## src/rtl/wb_trace_buffer_if.sv

```systemverilog
// Bundle between the MEM/WB stage and the write-back trace buffer: event inputs,
// display outputs and the FSM debug tap.
interface wb_trace_buffer_if #(
  parameter int DEPTH = 8
);
  localparam int CW = $clog2(DEPTH) + 1;

  logic          RegWrite;
  logic [4:0]    RegDest;
  logic [31:0]   WriteData;
  logic [31:0]   PC;
  logic          Freeze;
  logic          Clear;
  logic [12:0]   NumberA;
  logic [12:0]   NumberB;
  logic [4:0]    DispReg;
  logic          Valid;
  logic [CW-1:0] Count;
  logic          Overflow;
  logic          DbgState;

  // Handshake: an event is accepted on any rising edge with RegWrite=1 and no
  // backpressure; the display side is valid-only (Valid marks a shown entry).
  modport master (
    output RegWrite, RegDest, WriteData, PC, Freeze, Clear,
    input  NumberA, NumberB, DispReg, Valid, Count, Overflow, DbgState
  );

  modport slave (
    input  RegWrite, RegDest, WriteData, PC, Freeze, Clear,
    output NumberA, NumberB, DispReg, Valid, Count, Overflow, DbgState
  );
endinterface

```

## src/rtl/wb_trace_buffer.sv

```systemverilog
// Write-back trace buffer: queues register-file writes and shows each one for
// HOLD_CYCLES cycles. Optional macro WB_TRACE_ZERO_FILTER_EN drops $zero writes.
module wb_trace_buffer #(
  parameter int DEPTH       = 8,
  parameter int HOLD_CYCLES = 4
) (
  input logic           Clk,
  input logic           Rst,
  wb_trace_buffer_if.slave bus
);
  localparam int PW = $clog2(DEPTH);
  localparam int CW = PW + 1;
  localparam int HW = $clog2(HOLD_CYCLES + 1);

  typedef enum logic {IDLE = 1'b0, SHOW = 1'b1} state_t;

  state_t          state, nextState;
  logic [30:0]     mem [DEPTH];
  logic [PW-1:0]   wrPtr, rdPtr;
  logic [CW-1:0]   count;
  logic [HW-1:0]   hold;
  logic [30:0]     dispEntry;
  logic            overflow;
  logic            pushReq, full, pop, decHold, doPush, ovfSet;
  logic [30:0]     newEntry;
  logic            unusedBits;

`ifdef WB_TRACE_ZERO_FILTER_EN
  assign pushReq = bus.RegWrite && (bus.RegDest != 5'd0);
`else
  assign pushReq = bus.RegWrite;
`endif

  assign newEntry   = {bus.RegDest, bus.PC[12:0], bus.WriteData[12:0]};
  assign full       = (count == CW'(DEPTH));
  // A pop on the same edge frees the slot, so a full FIFO can still accept.
  assign doPush     = pushReq && !bus.Clear && (!full || pop);
  assign ovfSet     = pushReq && !bus.Clear && full && !pop;
  assign unusedBits = ^{bus.WriteData[31:13], bus.PC[31:13]};

  always_comb begin
    nextState = state;
    pop       = 1'b0;
    decHold   = 1'b0;
    case (state)
      IDLE: begin
        if (count != '0) begin
          pop       = 1'b1;
          nextState = SHOW;
        end
      end
      SHOW: begin
        if (!bus.Freeze) begin
          if (hold != '0)        decHold   = 1'b1;
          else if (count != '0) pop       = 1'b1;
          else                  nextState = IDLE;
        end
      end
      default: nextState = IDLE;
    endcase
  end

  always_ff @(posedge Clk or negedge Rst) begin
    if (!Rst) begin
      state     <= IDLE;
      wrPtr     <= '0;
      rdPtr     <= '0;
      count     <= '0;
      hold      <= '0;
      dispEntry <= '0;
      overflow  <= 1'b0;
    end else if (bus.Clear) begin
      state     <= IDLE;
      wrPtr     <= '0;
      rdPtr     <= '0;
      count     <= '0;
      hold      <= '0;
      dispEntry <= '0;
      overflow  <= 1'b0;
    end else begin
      state <= nextState;
      if (doPush) wrPtr <= wrPtr + PW'(1);
      if (pop) begin
        rdPtr     <= rdPtr + PW'(1);
        dispEntry <= mem[rdPtr];
        hold      <= HW'(HOLD_CYCLES - 1);
      end else if (decHold) begin
        hold <= hold - HW'(1);
      end
      count <= count + CW'(doPush) - CW'(pop);
      if (ovfSet) overflow <= 1'b1;
    end
  end

  // Storage carries no reset; occupancy alone defines which slots are live.
  always_ff @(posedge Clk) begin
    if (doPush) mem[wrPtr] <= newEntry;
  end

  assign bus.NumberA  = dispEntry[12:0];
  assign bus.NumberB  = dispEntry[25:13];
  assign bus.DispReg  = dispEntry[30:26];
  assign bus.Valid    = (state == SHOW);
  assign bus.Count    = count;
  assign bus.Overflow = overflow;
  assign bus.DbgState = state;
endmodule
```

## src/flat_wrapper.sv

```systemverilog
// flat-port wrapper written by rule: the top's interface ports become plain ports
module wb_trace_buffer_flat 
#(
  parameter int DEPTH       = 8,
  parameter int HOLD_CYCLES = 4
)
  (Clk, Rst, bus_RegWrite, bus_RegDest, bus_WriteData, bus_PC, bus_Freeze, bus_Clear, bus_NumberA, bus_NumberB, bus_DispReg, bus_Valid, bus_Count, bus_Overflow, bus_DbgState);
  wb_trace_buffer_if #(.DEPTH(DEPTH)) bus_i ();
  input logic Clk;
  input logic Rst;
  input wire logic [$bits(bus_i.RegWrite)-1:0] bus_RegWrite;
  input wire logic [$bits(bus_i.RegDest)-1:0] bus_RegDest;
  input wire logic [$bits(bus_i.WriteData)-1:0] bus_WriteData;
  input wire logic [$bits(bus_i.PC)-1:0] bus_PC;
  input wire logic [$bits(bus_i.Freeze)-1:0] bus_Freeze;
  input wire logic [$bits(bus_i.Clear)-1:0] bus_Clear;
  output wire logic [$bits(bus_i.NumberA)-1:0] bus_NumberA;
  output wire logic [$bits(bus_i.NumberB)-1:0] bus_NumberB;
  output wire logic [$bits(bus_i.DispReg)-1:0] bus_DispReg;
  output wire logic [$bits(bus_i.Valid)-1:0] bus_Valid;
  output wire logic [$bits(bus_i.Count)-1:0] bus_Count;
  output wire logic [$bits(bus_i.Overflow)-1:0] bus_Overflow;
  output wire logic [$bits(bus_i.DbgState)-1:0] bus_DbgState;
  assign bus_i.RegWrite = bus_RegWrite;
  assign bus_i.RegDest = bus_RegDest;
  assign bus_i.WriteData = bus_WriteData;
  assign bus_i.PC = bus_PC;
  assign bus_i.Freeze = bus_Freeze;
  assign bus_i.Clear = bus_Clear;
  assign bus_NumberA = bus_i.NumberA;
  assign bus_NumberB = bus_i.NumberB;
  assign bus_DispReg = bus_i.DispReg;
  assign bus_Valid = bus_i.Valid;
  assign bus_Count = bus_i.Count;
  assign bus_Overflow = bus_i.Overflow;
  assign bus_DbgState = bus_i.DbgState;
  wb_trace_buffer #(.DEPTH(DEPTH), .HOLD_CYCLES(HOLD_CYCLES)) u_core (.Clk(Clk), .Rst(Rst), .bus(bus_i));
endmodule
```

## config.mk

```make
export PLATFORM = sky130hd
export DESIGN_NAME = wb_trace_buffer_flat
export DESIGN_NICKNAME = d
export VERILOG_FILES = /design/src/rtl/wb_trace_buffer_if.sv /design/src/rtl/wb_trace_buffer.sv /design/src/flat_wrapper.sv
export SDC_FILE = /design/constraint.sdc
export NUM_CORES = 1
export LEC_CHECK = 0
export BUFFER_PORTS_ARGS = -buffer_cell sky130_fd_sc_hd__buf_2
export CAP_MARGIN = 20
export CORE_MARGIN = 5
export CORE_UTILIZATION = 25
export CTS_CLUSTER_DIAMETER = 80
export DETAILED_ROUTE_END_ITERATION = 10
export GPL_ROUTABILITY_DRIVEN = 0
export HOLD_SLACK_MARGIN = 0.05
export SLEW_MARGIN = 5
export SYNTH_ARGS = -nofsm -noshare
export SYNTH_HDL_FRONTEND = slang
export SYNTH_SLANG_ARGS = --single-unit
export TNS_END_PERCENT = 100
```

## constraint.sdc

```tcl
create_clock -name Clk -period 4.6 [get_ports Clk]
set_input_delay 0.92 -clock Clk [delete_from_list [all_inputs] [get_ports Clk]]
set_output_delay 0.92 -clock Clk [all_outputs]
set_load 0.01 [all_outputs]
```

==> out/qor.yml <==
status:
  status: "completed"
die:
  dieArea_um2: 49500
  die_width_um: 223
  start_util_pct: 25.4
  num_rows: 77
  ios: 112
  die_height_um: 223
  coreArea_um2: 44400
routing:
  wire_per_inst_um: 19.1
  wl_met1_um: 10200
  met2_length_um: 11900
  ant_nets: 0
  highest_layer: "met5"
  drc: 0
  routed_wl_um: 23500
  dr_wl_met3_um: 1010
  via_per_inst: 4.27
  dr_total_vias: 5270
  drt_iter0_markers: 290
  drt-pass1-iter-count: 4
worst_setup_path:
  crit_path_end_kind: "register"
  max_stage_delay_ps: 490
  crit_arrival_ps: 3360
  startpoint: "u_core.hold[0]"
  critPathLaunchType: "register"
  reg2regPathDepth: 7
  cpMostUsedCell: "or3b_4"
  worst-path-max-fanout: 15
  crit_required_ps: 4840
  reg2reg_from: "u_core.hold[0]"
  crit_buf_inv: 2
  slowest_stage: "or3b_4"
  critical_path.top_delay_family: "simple AND/OR/NAND/NOR gates"
  r2r-end: "u_core.mem[7][26]"
  critical_path_class: "register to register"
  r2r_setup_slack_ps: 1480
  crit_chain: "inv_1, ha_1, or3b_4, a221o_2, or3b_4, nor2_4, buf_4"
power_and_ir_drop:
  finalPower_mw: 7.30
  p_leak_nw: 4.56
  irDropWorstVdd_uv: 316
  power_density_nw_per_um2: 539
place:
  dp_slack_ps: 1060
  place_hpwl_um: 13900
  port_buffers: 73
global_routing:
  antenna_found_initial: 4
  grt_first_pass_wirelength_um: 36300
  grt_remaining_overflow: 0
  grt_max_degree: 65
  track_usage_pct: 9.44
  grt_pass1_vias: 5783
clock_network:
  clkLatencyLatePin_ps: 540
  cts_made_buffers: 29
  clock-sinks: 294
  clockRootBuffer: "clkbuf_16"
  clock_path_buffers: 3
  cts_tree: "done"
  postCtsSetupRepairBufs: 0
  cts_resized: 0
  htreeDepth: 1
  clk_pin_slew_ps: 70
  cts_hold_buf: 0
sta:
  slew_headroom_pct: 31.4
  timing.setup.tns_ps: 0
  tightest_slew_ps: 1030
  finalSetupViolations: 0
  fmax_mhz: 321
  final_max_slew_viol_count: 0
  fin_crit_ps: 3120
  rsz0062_at_grt: "false"
  holdWs_ps: 498
  clock_skew_ps: 9.29
  hold_viol: 0
  post-route-period-util_pct: 67.7
  worst_slack_ps: 1480
layout:
  layout.nets: 703
  num-fill-cells: 4304
  drive_above_1_share_pct: 38.4
  area_growth_syn_to_layout_pct: 20.0
  final_core_util_pct: 30.5
synth:
  ys_types: 38
  yosysWarningCount: 0
  synth_edf_count: 248
  synth_ff_type: "edfxtp_1"
  syn_area_per_cell_um2: 21.5
  syn_area_um2: 11300
  ys_ff_latch: 294
  yosysSeqAreaShare_pct: 76.2
  synth_nets: 611
  synthArstFlopShare_pct: 15.6
  synthCells: 526
run:
  timing.max_cap.violations: 0
hold_path:
  hold_class: "input pin to async pin"
==> metrics by stage <==
stage                     instance area (um2)  std cells
after global routing                    13500       1233
final                                   13500       1234
after CTS                               13500       1233
after global placement                  12500       1179
after detailed placement                12500       1179
after floorplan                         11300        526
==> layout make-up <==
type | count | area (um2) | share of cell area, %
diodes | 1 | 2.50 | 0.0185
clock buffers | 35 | 768 | 5.67
clock inverters | 19 | 226 | 1.67
inverters | 11 | 41.3 | 0.305
multi-input cells | 194 | 2610 | 19.3
flip-flops and latches | 294 | 8600 | 63.5
well taps | 592 | 741 | 5.47
repair buffers | 88 | 553 | 4.08
==> layout by cell type, fill, tap and decap left out, types with 9 or more instances in the layout <==
cell type	n
a22o_1	31
buf_2	73
buf_4	9
clkbuf_16	29
dfrtp_1	43
edfxtp_1	248
ha_1	10
inv_1	10
mux2_2	31
mux4_2	62
nor2_1	9
==> how the worst max path moves through the flow <==
stage / to / cells after the start / slack [ps]
3_5_place_dp: u_core.mem[7][2] / 6 / 1060
2_1_floorplan: u_core.mem[7][0] / 4 / 710
6_report: u_core.mem[7][26] / 7 / 1480
5_1_grt: u_core.mem[7][22] / 7 / 1380
3_3_place_gp: u_core.mem[7][2] / 6 / 1050
4_1_cts: u_core.mem[7][25] / 7 / 1440
==> power breakdown <==
part	total [mW]	switching, mW	internal [mW]
registers	3.31	0.173	3.13
clock network	2.45	0.979	1.47
logic	1.54	0.773	0.771
total	7.30	1.92	5.38
==> metal layers <==
layer	up-vias	GRT usage, %
met3	35	2.24
met2	91	16.0
li1	2348	-
met4	6	1.74
met1	2790	12.5
met5	-	0
==> kinds of logic after synthesis <==
kind of cell,count (synthesis),share of synthesized area (%)
simple gates,39,1.93
compound gates,44,3.20
xor+xnor,6,0.465
flops,294,76.2
mux,94,15.5
buf+inv,38,1.41
fa+ha+maj,11,1.29
==> cells in the mapped netlist (all sizes together) (2+ instances only) <==
library cell	number	area, um2
inv	10	37.5
nand2b	3	18.8
nand2	4	15.0
clkbuf	14	52.6
a22o	32	282
or3b	2	22.5
nor3	4	25.0
ha	10	125
xnor2	5	43.8
nor2	17	63.8
edfxtp	248	7450
nor4bb	2	20.0
nor2b	2	12.5
dfrtp	46	1150
buf	13	65.1
mux2	31	349
mux4	62	1400
or3	2	17.5
a21oi	5	25.0
==> sequential cells by signal, summed over array words and instances, names as in the netlist <==
name,cells
u_core.dispEntry,31
u_core.rdPtr,3
u_core.hold,3
u_core.mem,248
u_core.bus.DbgState,1
u_core.bus.Count,4
u_core.wrPtr,3
u_core.bus.Overflow,1
==> worst register-to-register path, stage by stage, from the launching register on <==
cell and delay (ps):
dfrtp_1 390, inv_1 80, ha_1 170, or3b_4 390, a221o_2 440, or3b_4 500
nor2_4 500, buf_4 340
No activity file was read; power rests on OpenSTA's default activity.
